## config.mk

```make
export PLATFORM = sky130hd
export DESIGN_NAME = pent_dram_arb
export DESIGN_NICKNAME = d
export VERILOG_FILES = /design/src/rtl/pent_dram_arb.sv
export SDC_FILE = /design/constraint.sdc
export NUM_CORES = 1
export LEC_CHECK = 0
export CAP_MARGIN = 20
export CORE_AREA = 2 2 73 75
export CTS_CLUSTER_SIZE = 40
export DETAILED_ROUTE_END_ITERATION = 12
export DIE_AREA = 0 0 75 77
export PLACE_DENSITY = 0.79
export SYNTH_ARGS = -nofsm -noshare
export SYNTH_HDL_FRONTEND = slang
export SYNTH_SLANG_ARGS = --single-unit
export TNS_END_PERCENT = 5
```

## constraint.sdc

```tcl
create_clock -name clk14m -period 1.7 [get_ports clk14m]
set_clock_uncertainty 0.15 [all_clocks]
set_input_delay 0.34 -clock clk14m [delete_from_list [all_inputs] [get_ports clk14m]]
set_output_delay 0.34 -clock clk14m [all_outputs]
set_load 0.1 [all_outputs]
```

## src/rtl/pent_dram_arb.sv

```systemverilog
// Pentagon DRAM sequencer: shares the array between video fetch, Z80 CPU and
// Z80 refresh in two 4-clock windows per 8-clock character slot.
module pent_dram_arb #(
  parameter int ADDR_W = 18,
  parameter int COL_W  = 9
) (
  input  logic              clk14m,
  input  logic              rst_n,
  input  logic              sync,
  input  logic              vid_act,
  input  logic [ADDR_W-1:0] vid_addr,
  input  logic              cpu_req,
  input  logic              cpu_we,
  input  logic [ADDR_W-1:0] cpu_addr,
  input  logic              ref_req,
  input  logic [COL_W-1:0]  ref_row,
  output logic [COL_W-1:0]  ram_a,
  output logic              ram_ras_n,
  output logic              ram_cas_n,
  output logic              ram_we_n,
  output logic              vid_stb,
  output logic              cpu_ack,
  output logic              cpu_wait,
  output logic [2:0]        phase,
  output logic [1:0]        owner
);

  typedef enum logic [1:0] {
    OWN_NONE = 2'd0,
    OWN_VID  = 2'd1,
    OWN_CPU  = 2'd2,
    OWN_REF  = 2'd3
  } owner_e;

  logic [2:0]        phase_q, phase_d;
  owner_e            owner_q, owner_d;
  logic [ADDR_W-1:0] addr_q, addr_d;
  logic              wr_q, wr_d;
  logic [COL_W-1:0]  a_q, a_d;
  logic              ras_q, ras_d, cas_q, cas_d, we_q, we_d;
  logic              vid_stb_q, vid_stb_d, cpu_ack_q, cpu_ack_d;
  logic              cpu_done_q, cpu_done_d, ref_done_q, ref_done_d;
  logic              cpu_pend, ref_pend, data_owner;

  assign cpu_pend   = cpu_req & ~cpu_done_q;
  assign ref_pend   = ref_req & ~ref_done_q;
  assign data_owner = (owner_q == OWN_VID) || (owner_q == OWN_CPU);

  // NOTE: every signal driven here gets a default first so no latch is inferred.
  always_comb begin
    phase_d    = sync ? 3'd0 : phase_q + 3'd1;
    owner_d    = owner_q;
    addr_d     = addr_q;
    wr_d       = wr_q;
    a_d        = '0;
    ras_d      = 1'b1;
    cas_d      = 1'b1;
    we_d       = 1'b1;
    vid_stb_d  = 1'b0;
    cpu_ack_d  = 1'b0;
    cpu_done_d = cpu_req ? cpu_done_q : 1'b0;
    ref_done_d = ref_req ? ref_done_q : 1'b0;

    // A sync mid-window always lands on step 0, so an aborted access simply
    // never reaches step 3 and its done flag is never set.
    case (phase_d[1:0])
      2'd0: begin
        if (!phase_d[2] && vid_act) begin
          owner_d = OWN_VID;
          addr_d  = vid_addr;
          wr_d    = 1'b0;
        end else if (ref_pend) begin
          owner_d = OWN_REF;
          addr_d  = {ref_row, {COL_W{1'b0}}};
          wr_d    = 1'b0;
        end else if (cpu_pend) begin
          owner_d = OWN_CPU;
          addr_d  = cpu_addr;
          wr_d    = cpu_we;
        end else begin
          owner_d = OWN_NONE;
          addr_d  = '0;
          wr_d    = 1'b0;
        end
        a_d = addr_d[ADDR_W-1:COL_W];
      end
      2'd1: begin
        a_d   = addr_q[ADDR_W-1:COL_W];
        ras_d = (owner_q == OWN_NONE);
      end
      default: begin
        a_d   = addr_q[COL_W-1:0];
        ras_d = (owner_q == OWN_NONE);
        cas_d = ~data_owner;
        we_d  = ~((owner_q == OWN_CPU) && wr_q);
        if (phase_d[1:0] == 2'd3) begin
          vid_stb_d = (owner_q == OWN_VID);
          cpu_ack_d = (owner_q == OWN_CPU);
          if (owner_q == OWN_CPU) cpu_done_d = 1'b1;
          if (owner_q == OWN_REF) ref_done_d = 1'b1;
        end
      end
    endcase
  end

  // NOTE: sequential state uses non-blocking assignments only.
  always_ff @(posedge clk14m) begin
    if (!rst_n) begin
      phase_q    <= 3'd0;
      owner_q    <= OWN_NONE;
      addr_q     <= '0;
      wr_q       <= 1'b0;
      a_q        <= '0;
      ras_q      <= 1'b1;
      cas_q      <= 1'b1;
      we_q       <= 1'b1;
      vid_stb_q  <= 1'b0;
      cpu_ack_q  <= 1'b0;
      cpu_done_q <= 1'b0;
      ref_done_q <= 1'b0;
    end else begin
      phase_q    <= phase_d;
      owner_q    <= owner_d;
      addr_q     <= addr_d;
      wr_q       <= wr_d;
      a_q        <= a_d;
      ras_q      <= ras_d;
      cas_q      <= cas_d;
      we_q       <= we_d;
      vid_stb_q  <= vid_stb_d;
      cpu_ack_q  <= cpu_ack_d;
      cpu_done_q <= cpu_done_d;
      ref_done_q <= ref_done_d;
    end
  end

  assign phase     = phase_q;
  assign owner     = owner_q;
  assign ram_a     = a_q;
  assign ram_ras_n = ras_q;
  assign ram_cas_n = cas_q;
  assign ram_we_n  = we_q;
  assign vid_stb   = vid_stb_q;
  assign cpu_ack   = cpu_ack_q;
  assign cpu_wait  = cpu_req & ~cpu_done_q;

endmodule

```

== Word-level counts from Yosys, hierarchy flattened ==
Cells that the tools add are included.

* Register bits: 40
* Output and inout port bits: 20
* Bits in read-only memories: 0
* Memory bits (writable): 0
* Memories: 0
* Word-level logic and storage cells: 55
* Latch bits: 0

* Add/subtract/negate cells: 1
* Equality and inequality tests: 5
* Order comparisons: 0
* Bitwise gates (word level): 8
* Div/mod/pow operators: 0
* Reduce and logical (&&, ||, !) cells: 10
* Mux-type cells: 19
* Multipliers: 0
* Shifts and indexed selects: 0

{| class="wikitable"
|+ Operators with widths
! cell !! number
|-
| two-way mux 18 bit || 3
|-
| case mux 9 bit (2 select lines) || 1
|-
| two-way mux 1 bit || 11
|-
| equality test 2 bit (second input constant) || 3
|-
| two-way mux 2 bit || 3
|-
| NOT 1 bit || 6
|-
| equality test 2 x 1 -> 1 bit (second input constant) || 2
|-
| zero test 2 bit || 2
|-
| OR reduction 2 bit || 2
|-
| OR reduction 4 bit || 1
|-
| adder 3 x 1 -> 3 bit (second input constant) || 1
|-
| two-way mux 3 bit || 1
|-
| OR reduction 3 bit || 1
|-
| AND 1 bit || 2
|-
| logical AND 1 bit || 2
|-
| zero test 1 bit || 1
|-
| logical OR 1 bit || 1
|}

== Longest topological paths before layout ==
* Word-level depth: 6
* Mapped depth: 7
* Gate-level depth less buffers: 5

== Worst setup path before layout ==
OpenSTA, ideal clock, no wires.

* Kind: register to register
* Start point: register phase_q[0], in the netlist phase[0]
* End point: register owner_q[0], in the netlist owner[0]
* Period minus slack after synthesis: 2.440 ns
* Data arrival time: 2.163 ns
* Path buffers: 2
* Stages on the path, launching flop included: 8
* Data required time: 1.423 ns
* Setup time: 0.127 ns
* Path slack: -0.740 ns
* Cells stage by stage: dfxtp_1 > ha_1 > xnor2_2 > o21a_1 > buf_6 > buf_6 > nor3_4 > a211oi_2

* Longest elaborated chain between the ends: 5
* Elaborated cells between the ends (all ways): 6
* Those cells by class: add/sub: 1; mux: 2; reduce/logical: 3

{| class="wikitable"
|+ Ends and longest elaborated chain
! item !! RTL line !! RTL
|-
| start: declaration || 35 || <nowiki>logic [2:0] phase_q, phase_d;</nowiki>
|-
| start signal: assignment || 122 || <nowiki>phase_q <= phase_d;</nowiki>
|-
| adder 3 x 1 -> 3 bit (*) || 51 || <nowiki>phase_d = sync ? 3'd0 : phase_q + 3'd1;</nowiki>
|-
| two-way mux 3 bit (*) || 51 ||
|-
| zero test 1 bit || 68 || <nowiki>if (!phase_d[2] && vid_act) begin</nowiki>
|-
| logical AND 1 bit || 68 ||
|-
| two-way mux 2 bit || 68 ||
|-
| end signal: assignment || 123 || <nowiki>owner_q <= owner_d;</nowiki>
|-
| end: declaration || 36 || <nowiki>owner_e owner_q, owner_d;</nowiki>
|}

Every way passes the cells marked *; elsewhere a longest branch is shown, timed or not.
A chain may end at the register's enable or synchronous reset.

== Worst setup path in the final report ==
* Start point: register phase_q[1], in the netlist phase[1]
* End point: register addr_q[11]

* Longest elaborated chain between the ends: 5
* Elaborated cells between the ends (all ways): 6
* Those cells by class: add/sub: 1; mux: 2; reduce/logical: 3

{| class="wikitable"
|+ Ends and longest elaborated chain
! item !! RTL line !! RTL
|-
| adder 3 x 1 -> 3 bit (*) || 51 ||
|-
| two-way mux 3 bit (*) || 51 ||
|-
| zero test 1 bit || 68 ||
|-
| logical AND 1 bit || 68 ||
|-
| two-way mux 18 bit || 68 ||
|-
| end signal: assignment || 124 || <nowiki>addr_q <= addr_d;</nowiki>
|-
| end: declaration || 37 || <nowiki>logic [ADDR_W-1:0] addr_q, addr_d;</nowiki>
|}

Marks and branches as above.

==> metrics.cfg <==
[routing]
drtAntennaViolNets = 0
drc = 0
num_vias = 1874
first_pass_iters = 4
wirelength_mm = 5.42
wl_per_cell_um = 14.9
drt-initial-drc-count = 101
vias_per_cell = 5.16

[grt]
grt_start_max_net_pins = 22
grtUsageTotal_pct = 19.8
grt_pass1_wl_mm = 8.89
grt-ovfl-total = 0
first_global_vias = 1894
grt_antenna_before_repair = 0

[clock_tree]
clock_latency_ns = 0.30
cts.path.max_buffers = 2
clock-root-buffer = clkbuf_8
htreeDepth = 2
cts_sinks = 40
cts_tree = done
cts_hold_buf = 0
cts_buffers = 5
clkTransAtPathRegs_ns = 0.08

[pwr]
power_density_nw_per_um2 = 779
seq_power_share_pct = 42.1
p_sw_share_pct = 33.0
p_total_mw = 2.49
combPwrFrac_pct = 33.4
cellLeakagePower_nw = 1.21
intPower_mw = 1.67
ir_worst_vdd_uv = 428
pwr-share-clk_pct = 24.5
p_sw_uw = 821

[synthesis]
synthCells = 208
synth_fp_nets = 265
synth_flop_cell = dfxtp_1
synthArstFlopShare_pct = 0
seq_area_frac_synth_pct = 41.8
ys_ff_latch = 40
syn_area_per_cell_sq_um = 9.20
synth_edf_count = 0
synth_warnings = 0
yosysUniqueCellTypes = 31
syn_area_sq_um = 1910

[place]
place_congestion = 0.823
dp_hpwl_mm = 4.04
numPortBuffers = 71

[die]
initial_core_util_pct = 38.5
die_w_um = 75
io_pins = 72
die-area_sq_um = 5780
die_y_um = 77
core_area_sq_um = 4980
num_rows = 26

[setup_path]
worst_setup_path_start_kind = register
cp_slowest_cell = dfxtp_4
worstPathRequired_ns = 1.73
cp_cell_sequence = ha_4 > xnor2_4 > o21a_1 > buf_12 > a221oi_4 > o32ai_1
r2r_end = addr_q[11]
cp_data_arrival_time_ns = 1.72
reg2reg_from = phase[1]
crit_fanout = 11
crit_type = register to register
rr_worst_depth = 6
reg2reg_setup_slack_ns = 0.008
slowest_delay_ns = 0.37
cp-end-kind = register

[timing]
min_period_over_period_pct = 99.6
rsz0062_at_grt = yes
layout_min_cycle_time_ns = 1.69
tightest_slew_ns = 0.362
fmax_mhz = 591
tns_ns = 0
relSlewSlack_pct = 75.6
setup_viol_count_final = 0
maxSlewViolCount = 0
final-hold-violation-count = 0

[hold_path]
min_path_cells = 1
hold_class = register to register
min_delay_worst_endpoint = ram_we_n
min-delay-start = wr_q

[flow_run]
drv_cap = 0

[status]
status = finished, final reports clean

[final_layout]
nNetsFinal = 349
drive_gt1_share_pct = 27.6
syn_to_final_growth_pct = 66.9
num_antenna_cells = 0

[layout make-up]
type / count / area, sq um
Multi-Input combinational cell: 146 / 1090
Inverter: 4 / 15.0
Tap cell: 70 / 87.6
Fill cell: 418 / 1780
Clock buffer: 7 / 76.3
Sequential cell: 40 / 812
Timing Repair Buffer: 95 / 1110
Clock inverter: 1 / 5.00
[cell families after synthesis]
| kind of cell | Yosys count | share of synthesized area, % |
|---|---|---|
| buffers and inverters | 22 | 6.34 |
| adder cells (fa/ha/maj) | 5 | 3.27 |
| flip-flops | 40 | 41.8 |
| AO/OA/AOI/OAI | 82 | 32.2 |
| XOR/XNOR | 1 | 0.850 |
| AND/OR/NAND/NOR | 58 | 15.5 |
[worst max path at each step]
| stage | from | to | slack, ns | cells past startpoint |
|---|---|---|---|---|
| floorplan | phase[0] | owner[0] | -0.15 | 7 |
| global placement | ref_req | wr_q | -0.49 | 6 |
| detailed placement | ref_req | wr_q | -0.57 | 6 |
| CTS | phase[1] | ram_a[2] | -0.02 | 6 |
| global route | ref_req | addr_q[8] | -0.05 | 6 |
| finish | phase[1] | addr_q[11] | 0.008 | 6 |
[worst max-delay path: cells and delay by family, from the launching register on]
family / cells / cell delay [ns]
flip-flops: 1 / 0.37
adder cells (fa/ha/maj): 1 / 0.17
AO/OA/AOI/OAI: 3 / 0.58
XOR/XNOR: 1 / 0.13
buffers and inverters: 1 / 0.16
[synthesized netlist by cell type, drive strengths merged (2+ instances only)]
master	count	share of area [%]
a21o	10	3.9
a21oi	20	5.4
a221oi	9	7.1
a22oi	2	0.78
buf	12	4.4
clkbuf	6	1.2
dfxtp	40	42
ha	5	3.3
inv	4	0.78
nand2	14	2.9
nand2b	11	3.6
nand3	10	2.6
nor2	16	3.1
nor2b	2	0.92
o21ai	20	5.4
o32ai	18	8.2
[state kept, by name (all words and copies together), names as in the netlist, 2 cells and up]
signal and flops:
addr_q 18, owner 2, phase 3, ram_a 9
[power by group through the flow]
stage	Clock, mW	Combinational [mW]	Sequential (mW)
2_1_floorplan	0	0.241	1.26
3_3_place_gp	0	0.793	1.07
3_5_place_dp	0	0.800	1.07
4_1_cts	0.618	0.815	1.05
5_1_grt	0.660	0.878	1.05
6_report	0.608	0.832	1.05
[through the flow]
step | std cells | setup WS, ns | instance area [sq um] | util (%) | hold WS (ns)
finish | 363 | 0.00760 | 3190 | 64.2 | 0.271
global route | 363 | -0.0525 | 3190 | 64.2 | 0.284
CTS | 363 | -0.0207 | 3130 | 62.9 | 0.276
detailed placement | 354 | -0.574 | 3010 | 60.4 | 0.260
global placement | 354 | -0.494 | 3010 | 60.4 | 0.255
floorplan | 208 | -0.150 | 1930 | - | 0.218
[placed cells by master (no fill, tap or decap), drive strengths merged]
cell	synthesis	layout
a22oi	2	2
dfxtp	40	40
nand2	14	14
a21oi	20	20
nor3	1	1
clkinv	0	1
nand2b	11	11
o22ai	1	1
and2b	1	1
and3b	1	1
xnor2	1	1
nand4	1	1
inv	4	4
o21ai	20	20
dlygate4sd2	0	1
buf	12	44
or3	1	1
clkbuf	6	7
a211oi	1	1
nor2	16	16
o21a	1	1
ha	5	5
nand3	10	10
clkdlybuf4s50	0	50
a21o	10	10
a221oi	9	9
o32ai	18	18
nor2b	2	2
[layer usage]
metal  global-route usage (%)  wire length [um]  share of wire [%]  vias up
met3                     5.26               391                7.2        8
met4                     6.07                65                1.2        0
met2                     31.1              2700                 50       69
met5                        0                 0                  0        -
met1                     26.4              2260                 42      868
li1                         -                 -                  -      929
[repair_timing]
action / in CTS / in global routing
cloned: 0 / 0
pin swaps: 4 / 9
resized for setup: 8 / 9
buffers inserted: 1 / 0
endpoints found under the setup margin: 29 / 29
Power figures use the tool's default switching activity.
